### src/rtl/alu_issue.sv
// alu_issue: decode/issue register stage in front of the ALU.
// Decodes a MIPS word into ALU function, sign flag and operands.
module alu_issue (
  input  logic        iClk,
  input  logic        iReset,
  input  logic        iValid,
  output logic        oReady,
  input  logic [31:0] iInstr,
  input  logic [31:0] iRsData,
  input  logic [31:0] iRtData,
  input  logic        iFlush,
  output logic        oValid,
  input  logic        iReady,
  output logic [31:0] oA,
  output logic [31:0] oB,
  output logic [5:0]  oALUFun,
  output logic        oSign,
  output logic        oIllegal,
  output logic [15:0] oIssueCnt
);

  localparam logic [5:0] FunAdd = 6'b000000;
  localparam logic [5:0] FunSub = 6'b000001;
  localparam logic [5:0] FunAnd = 6'b011000;
  localparam logic [5:0] FunOr  = 6'b011110;
  localparam logic [5:0] FunXor = 6'b010110;
  localparam logic [5:0] FunNor = 6'b010001;
  localparam logic [5:0] FunSta = 6'b011010;
  localparam logic [5:0] FunLui = 6'b011011;
  localparam logic [5:0] FunSll = 6'b100000;
  localparam logic [5:0] FunSrl = 6'b100001;
  localparam logic [5:0] FunSra = 6'b100011;
  localparam logic [5:0] FunEq  = 6'b110011;
  localparam logic [5:0] FunNeq = 6'b110001;
  localparam logic [5:0] FunLt  = 6'b110101;
  localparam logic [5:0] FunLez = 6'b111101;
  localparam logic [5:0] FunGez = 6'b111001;
  localparam logic [5:0] FunGtz = 6'b111111;

  logic [5:0]  op;
  logic [5:0]  funct;
  logic [4:0]  rtIdx;
  logic [4:0]  shamt;
  logic [15:0] imm;
  logic [31:0] sext;
  logic [31:0] zext;

  assign op    = iInstr[31:26];
  assign rtIdx = iInstr[20:16];
  assign shamt = iInstr[10:6];
  assign funct = iInstr[5:0];
  assign imm   = iInstr[15:0];
  assign sext  = {{16{imm[15]}}, imm};
  assign zext  = {16'h0000, imm};

  logic [31:0] dA;
  logic [31:0] dB;
  logic [5:0]  dFun;
  logic        dSign;
  logic        dIll;

  always_comb begin
    dA    = iRsData;
    dB    = iRtData;
    dFun  = FunAdd;
    dSign = 1'b0;
    dIll  = 1'b0;
    case (op)
      6'h00: begin
        case (funct)
          6'h20: begin dFun = FunAdd; dSign = 1'b1; end
          6'h21: dFun = FunAdd;
          6'h22: begin dFun = FunSub; dSign = 1'b1; end
          6'h23: dFun = FunSub;
          6'h24: dFun = FunAnd;
          6'h25: dFun = FunOr;
          6'h26: dFun = FunXor;
          6'h27: dFun = FunNor;
          6'h2A: begin dFun = FunLt; dSign = 1'b1; end
          6'h2B: dFun = FunLt;
          6'h00: begin dFun = FunSll; dA = {27'd0, shamt}; end
          6'h02: begin dFun = FunSrl; dA = {27'd0, shamt}; end
          6'h03: begin dFun = FunSra; dA = {27'd0, shamt}; end
          6'h08: begin dFun = FunSta; dB = '0; end
          default: dIll = 1'b1;
        endcase
      end
      6'h08: begin dFun = FunAdd; dB = sext; dSign = 1'b1; end
      6'h09: begin dFun = FunAdd; dB = sext; end
      6'h0A: begin dFun = FunLt;  dB = sext; dSign = 1'b1; end
      6'h0B: begin dFun = FunLt;  dB = sext; end
      6'h0C: begin dFun = FunAnd; dB = zext; end
      6'h0D: begin dFun = FunOr;  dB = zext; end
      6'h0E: begin dFun = FunXor; dB = zext; end
      6'h0F: begin dFun = FunLui; dA = '0; dB = zext; end
      6'h23, 6'h2B: begin
        dFun = FunAdd; dB = sext; dSign = 1'b1;
      end
      6'h04: begin dFun = FunEq;  dSign = 1'b1; end
      6'h05: begin dFun = FunNeq; dSign = 1'b1; end
      6'h06: begin dFun = FunLez; dB = '0; dSign = 1'b1; end
      6'h07: begin dFun = FunGtz; dB = '0; dSign = 1'b1; end
      6'h01: begin
        dB    = '0;
        dSign = 1'b1;
        case (rtIdx)
          5'd0:    dFun = FunLt;
          5'd1:    dFun = FunGez;
          default: dIll = 1'b1;
        endcase
      end
      default: dIll = 1'b1;
    endcase
    // Illegal words issue as a harmless ADD of zeros.
    if (dIll) begin
      dA    = '0;
      dB    = '0;
      dFun  = FunAdd;
      dSign = 1'b0;
    end
  end

  logic accept;
  logic consume;

  assign oReady  = ~oValid | iReady;
  assign accept  = iValid & oReady & ~iFlush;
  assign consume = oValid & iReady;

  always_ff @(posedge iClk) begin
    if (iReset) begin
      oValid    <= 1'b0;
      oA        <= '0;
      oB        <= '0;
      oALUFun   <= FunAdd;
      oSign     <= 1'b0;
      oIllegal  <= 1'b0;
      oIssueCnt <= '0;
    end else begin
      if (consume) oIssueCnt <= oIssueCnt + 16'd1;
      if (iFlush)       oValid <= 1'b0;
      else if (accept)  oValid <= 1'b1;
      else if (consume) oValid <= 1'b0;
      if (accept) begin
        oA       <= dA;
        oB       <= dB;
        oALUFun  <= dFun;
        oSign    <= dSign;
        oIllegal <= dIll;
      end
    end
  end

endmodule

### config.mk
export PLATFORM = sky130hd
export DESIGN_NAME = alu_issue
export DESIGN_NICKNAME = d
export VERILOG_FILES = /design/src/rtl/alu_issue.sv
export SDC_FILE = /design/constraint.sdc
export NUM_CORES = 1
export LEC_CHECK = 0
export BUFFER_PORTS_ARGS = -buffer_cell sky130_fd_sc_hd__buf_2
export CAP_MARGIN = 20
export CORE_MARGIN = 8
export CORE_UTILIZATION = 51
export CTS_CLUSTER_DIAMETER = 60
export DETAILED_ROUTE_END_ITERATION = 10
export PLACE_DENSITY_LB_ADDON = 0.2
export SYNTH_ARGS = -nofsm -noshare
export SYNTH_HDL_FRONTEND = slang
export SYNTH_SLANG_ARGS = --single-unit
### constraint.sdc
create_clock -name iClk -period 3 [get_ports iClk]
set_clock_uncertainty 0.1 [all_clocks]
set_input_delay 0.3 -clock iClk [delete_from_list [all_inputs] [get_ports iClk]]
set_output_delay 0.3 -clock iClk [all_outputs]
set_load 0.01 [all_outputs]
* Word level (Yosys, flattened, before mapping) *
Index checks and enable logic that the tools add are counted.

operators by class
  $add $sub $neg = 1
  eq/ne operators = 29
  muxes and demuxes = 18
  bitwise operators = 6
  reduce and logical (&&, ||, !) cells = 17

operators with widths
  kind                                           number
  2-to-1 mux 32 bit                              4
  one-hot mux 32 bit (4 select lines)            1
  == test 6 bit, second input constant           12
  one-hot mux 6 bit (11 select lines)            1
  one-hot mux 32 bit (2 select lines)            1
  one-hot mux 6 bit (10 select lines)            1
  == test 6 x 4 -> 1 bit, second input constant  9
  OR reduction 14 bit                            2
  == test 6 x 3 -> 1 bit, second input constant  4
  adder 16 x 1 -> 16 bit, second input constant  1
  == test 6 x 2 -> 1 bit, second input constant  2
  zero test 6 bit                                2
  one-hot mux 6 bit (2 select lines)             1
  OR reduction 2 bit                             5
  OR reduction 3 bit                             3
  OR reduction 9 bit                             1
  == test 6 x 1 -> 1 bit, second input constant  1
  2-to-1 mux 1 bit                               6
  2-to-1 mux 6 bit                               1
  OR reduction 6 bit                             1
  == test 5 x 1 -> 1 bit, second input constant  1
  zero test 5 bit                                1
  OR reduction 4 bit                             1
  bitwise AND 1 bit                              3
  other kinds (5)                                6

storage, ports and cells
  bits in registers = 89
  input bits = 101
  output and inout bits = 90
  word-level logic and storage cells = 78

* Depth between registers and ports, before layout *
  word-level depth = 5
  depth in mapped cells = 8
  gate-level depth less buffers = 6

* Least setup slack after synthesis *
No wires, ideal clock.

  path type = input -> register
  start point = input iInstr[28]
  end point = register oALUFun[3]
  library setup time = 0.096 ns
  arrival time = 1.915 ns
  required time = 2.804 ns
  path slack = 0.889 ns
  stages on the path = 7
  buffers on the path = 2
  cells stage by stage = buf_6 -> or4_1 -> or3_1 -> buf_6 -> o32ai_1 -> nor2_1 -> o41ai_2

on the way
  cells in the longest elaborated chain, start to end = 4
  elaborated cells on any way between the ends = 21
  those cells by class = eq/ne: 15; mux: 3; reduce/logical: 3

RTL lines
  element                                                                                           line  text
  start, declared                                                                                   8     input logic [31:0] iInstr,
  == test 6 x 3 -> 1 bit, or another cell as far along                                              68    case (op)
  OR reduction 14 bit (no source line) / OR reduction 2 bit (equally long branches)                 --
  one-hot mux 1 bit (3 select lines) / one-hot mux 6 bit (11 select lines) (equally long branches)  68
  2-to-1 mux 6 bit *                                                                                115   if (dIll) begin
  end signal, assigned                                                                              135   oALUFun <= FunAdd;
  end signal, assigned                                                                              147   oALUFun <= dFun;
  end, declared                                                                                     16    output logic [5:0] oALUFun,

Mark *: on every way between the ends. The rest lies on a longest branch, timed or not.
A chain may end at the register's enable or synchronous reset.

* Worst setup path after layout *
  start point = register oValid
  end point = register oA[20]

on the way
  cells in the longest elaborated chain, start to end = 4

RTL lines
  element                         line  text
  start, declared                 12    output logic oValid,
  start signal, assigned          132   oValid <= 1'b0;
  start signal, assigned          141   if (iFlush) oValid <= 1'b0;
  start signal, assigned          142   else if (accept) oValid <= 1'b1;
  NOT 1 bit                       126   assign oReady = ~oValid | iReady;
  OR 1 bit                        126
  bitwise AND 1 bit (2 in a row)  127   assign accept = iValid & oReady & ~iFlush;
  end signal, assigned            133   oA <= '0;
  end signal, assigned            145   oA <= dA;
  end, declared                   14    output logic [31:0] oA,

Every way passes these cells.

==> results.json <==
{
  "die_area_um2": 11300,
  "ctsHoldBuffers": 0,
  "switching_share_pct": 27.6,
  "p_int_uw": 1630,
  "gr-usage-met2_pct": 34.5,
  "worst-setup-path-type": "reg -> reg",
  "slew_headroom_pct": 48.3,
  "status": "completed",
  "synthCells": 462,
  "avgSynthCellArea_um2": 8.99,
  "path_clk_slew_ps": 90,
  "wl_per_cell_um": 17.2,
  "numCtsBuffers": 9,
  "drtIter0Drc": 300,
  "rsz0062_at_grt": "no",
  "clockBufferDepth": 2,
  "crit_path_end": "oA[20]$_SDFFE_PP0P_",
  "rrSetupSlack_ps": 710,
  "worstMarginPinSlew_ps": 770,
  "final_cells": 737,
  "p_sw_uw": 624,
  "finalWirelength_mm": 12.6,
  "fmax_ghz": 0.436,
  "synth_edf_count": 0,
  "drc": 0,
  "cts.sinks": 89,
  "cp_max_fo": 14,
  "synth_nets": 564,
  "routed-via-count": 4274,
  "io_buffers": 185,
  "start_kind": "flop",
  "p_per_area_nw_per_um2": 426,
  "ir_drop_uv": 214,
  "r2r_cells": 7,
  "synth_fa_ha_area_share_pct": 0.301,
  "critPathCaptureType": "flop",
  "h-tree-depth": 3,
  "leakagePower_uw": 0.00228,
  "postSynth.asyncResetShare_pct": 0,
  "multiInputGateArea_um2": 2150,
  "postRouteAntennaNets": 0,
  "antenna_found_initial": 1,
  "worstReg2RegStart": "oValid$_SDFFE_PP0P_",
  "ys.warnings.count": 0,
  "seq_power_share_pct": 53.5,
  "synth-simple-area-share_pct": 18.2,
  "grt_pass1_wl_mm": 20.1,
  "cts_setup_buffers": 0,
  "initial_core_util_pct": 51.6,
  "critical_path_required_ps": 3210,
  "core-area_um2": 8050,
  "holdWs_ps": 44.4,
  "clk-insertion-delay-late_ps": 350,
  "grt_util_met3_pct": 5.93,
  "yosysSeqAreaShare_pct": 42.9,
  "routabilityCongestion": 0.899,
  "drive_gt1_share_pct": 34.7,
  "cap_viol_max_count": 0,
  "slew_viol_final": 0,
  "io_pins": 191,
  "hp-class": "in -> reg",
  "setup.worst_path.start": "oValid$_SDFFE_PP0P_",
  "finalHoldViolCount": 0,
  "fin_crit_sh_pct": 76.5,
  "rows": 33,
  "grt_pass1_vias": 4158,
  "r2r-end": "oA[20]$_SDFFE_PP0P_",
  "fin_tns_setup_ps": 0,
  "period_minus_slack_ps": 2290,
  "overflow": 0,
  "cts_tree": "built",
  "die_h_um": 106,
  "area.sequential_um2": 1780,
  "pwr-share-clk_pct": 33.3,
  "fillers": 722,
  "cts-root-buf": "clkbuf_8",
  "grt_max_degree": 59,
  "ys_types": 53,
  "synth.area.mux_share_pct": 1.45,
  "syn_area_um2": 4150,
  "report.final.setup_viol": 0,
  "synth_xor_area_share_pct": 2.95,
  "dp_hpwl_mm": 9.37,
  "synth_top_flop_cell": "dfxtp_1",
  "layout.nets": 728,
  "grt_util_met1_pct": 26.0,
  "ctsResizeCount": 0,
  "grt_most_used_layer": "met2",
  "chipWidth_um": 106,
  "drt_first_pass_iters": 5,
  "ys_ff_latch": 89,
  "synth_top_family_by_area": "compound AO/OA/AOI/OAI gates",
  "power_frac_comb_pct": 13.2,
  "area_growth_pct": 27.6,
  "viasPerCell": 5.80,
  "placedCellCount": 720,
  "synth_compound_area_share_pct": 28.8,
  "grt.total_usage_pct": 21.4,
  "worstPathArrival_ps": 2500
}
-- worst min-delay path by stage --
stage	from	end	slack [ps]	cells past startpoint
3_5_place_dp	oALUFun[4]$_SDFFE_PP0P_	oALUFun[4]$_SDFFE_PP0P_	330	2
3_3_place_gp	oALUFun[4]$_SDFFE_PP0P_	oALUFun[4]$_SDFFE_PP0P_	330	2
6_report	iRsData[14]	oA[14]$_SDFFE_PP0P_	40	2
4_1_cts	iRsData[16]	oA[16]$_SDFFE_PP0P_	30	2
5_1_grt	iRsData[19]	oA[19]$_SDFFE_PP0P_	20	2
2_1_floorplan	iFlush	oValid$_SDFFE_PP0P_	280	1
-- placed cells by master (no fill, tap or decap), types with 5 or more instances in the layout --
cell / synthesis / final
or3_1: 8 / 8
nor2_1: 27 / 26
xor2_1: 11 / 11
a222oi_1: 16 / 16
dfxtp_1: 89 / 89
nand2b_1: 5 / 5
nor3_1: 5 / 5
a22o_1: 27 / 27
mux2i_1: 6 / 6
nor4_1: 5 / 5
inv_1: 9 / 9
a211oi_1: 35 / 35
nand4_1: 7 / 7
nand3_1: 10 / 10
nand2_1: 58 / 58
nor2b_1: 6 / 6
buf_2: 8 / 185
buf_4: 0 / 8
o21ai_0: 13 / 13
a221oi_1: 18 / 18
clkbuf_8: 0 / 9
a21oi_1: 15 / 15
-- synthesized netlist by cell type, types with 9 or more instances --
| cell | count | area share (%) |
|---|---|---|
| a211oi_1 | 35 | 6.3 |
| a21oi_1 | 15 | 1.8 |
| a221oi_1 | 18 | 3.8 |
| a222oi_1 | 16 | 3.9 |
| a22o_1 | 27 | 5.7 |
| clkbuf_1 | 30 | 2.7 |
| dfxtp_1 | 89 | 43 |
| inv_1 | 9 | 0.81 |
| nand2_1 | 58 | 5.2 |
| nand3_1 | 10 | 1.2 |
| nor2_1 | 27 | 2.4 |
| o21ai_0 | 13 | 1.6 |
| xor2_1 | 11 | 2.3 |
-- state kept, by name (all words and copies together), names as in the netlist --
name,cells
oIssueCnt,16
oB,32
oSign,1
oALUFun,6
oValid,1
oA,32
oIllegal,1
-- per-layer routing --
metal  up-vias  part of all wire [%]
met1      1977                    41
met3        23                   8.8
li1       2095                     -
met5         -                     0
met2       179                    47
met4         0                   2.4
-- power by group through the flow --
stage          Combinational, uW  Clock, uW  Sequential, uW
2_1_floorplan                165          0            1240
3_3_place_gp                 288          0            1240
3_5_place_dp                 296          0            1240
4_1_cts                      297        774            1210
5_1_grt                      327        826            1210
6_report                     298        752            1210
-- through the flow --
step / power (uW) / setup slack [ps] / area, um^2 / utilization [%]
floorplan: 1410 / 889 / 4150 / -
global placement: 1520 / 267 / 5100 / 63.4
detailed placement: 1530 / 464 / 5110 / 63.5
CTS: 2280 / 666 / 5300 / 65.8
global route: 2360 / 446 / 5300 / 65.8
finish: 2260 / 706 / 5300 / 65.8
-- cells by family after synthesis --
logic type      count (synthesis)
compound gates                150
xor+xnor                       14
fa+ha+maj                       1
buf+inv                        51
flops                          89
mux                             6
simple gates                  151
-- final cells by class --
class	instances	area share, %
inverters	9	0.638
repair buffers	195	19.2
well taps	105	2.48
clock buffers	10	2.41
multi-input cells	322	40.6
diodes	1	0.0472
flip-flops and latches	89	33.6
clock inverters	6	1.02
-- worst max-delay path, stage by stage (launching register included) --
cell     delay, ps
dfxtp_1        360
nor2b_1        180
nor3b_1        180
buf_4          170
nand4_1        140
nor4_4         730
buf_6          250
a22o_1         140
Power figures use the tool's default switching activity.
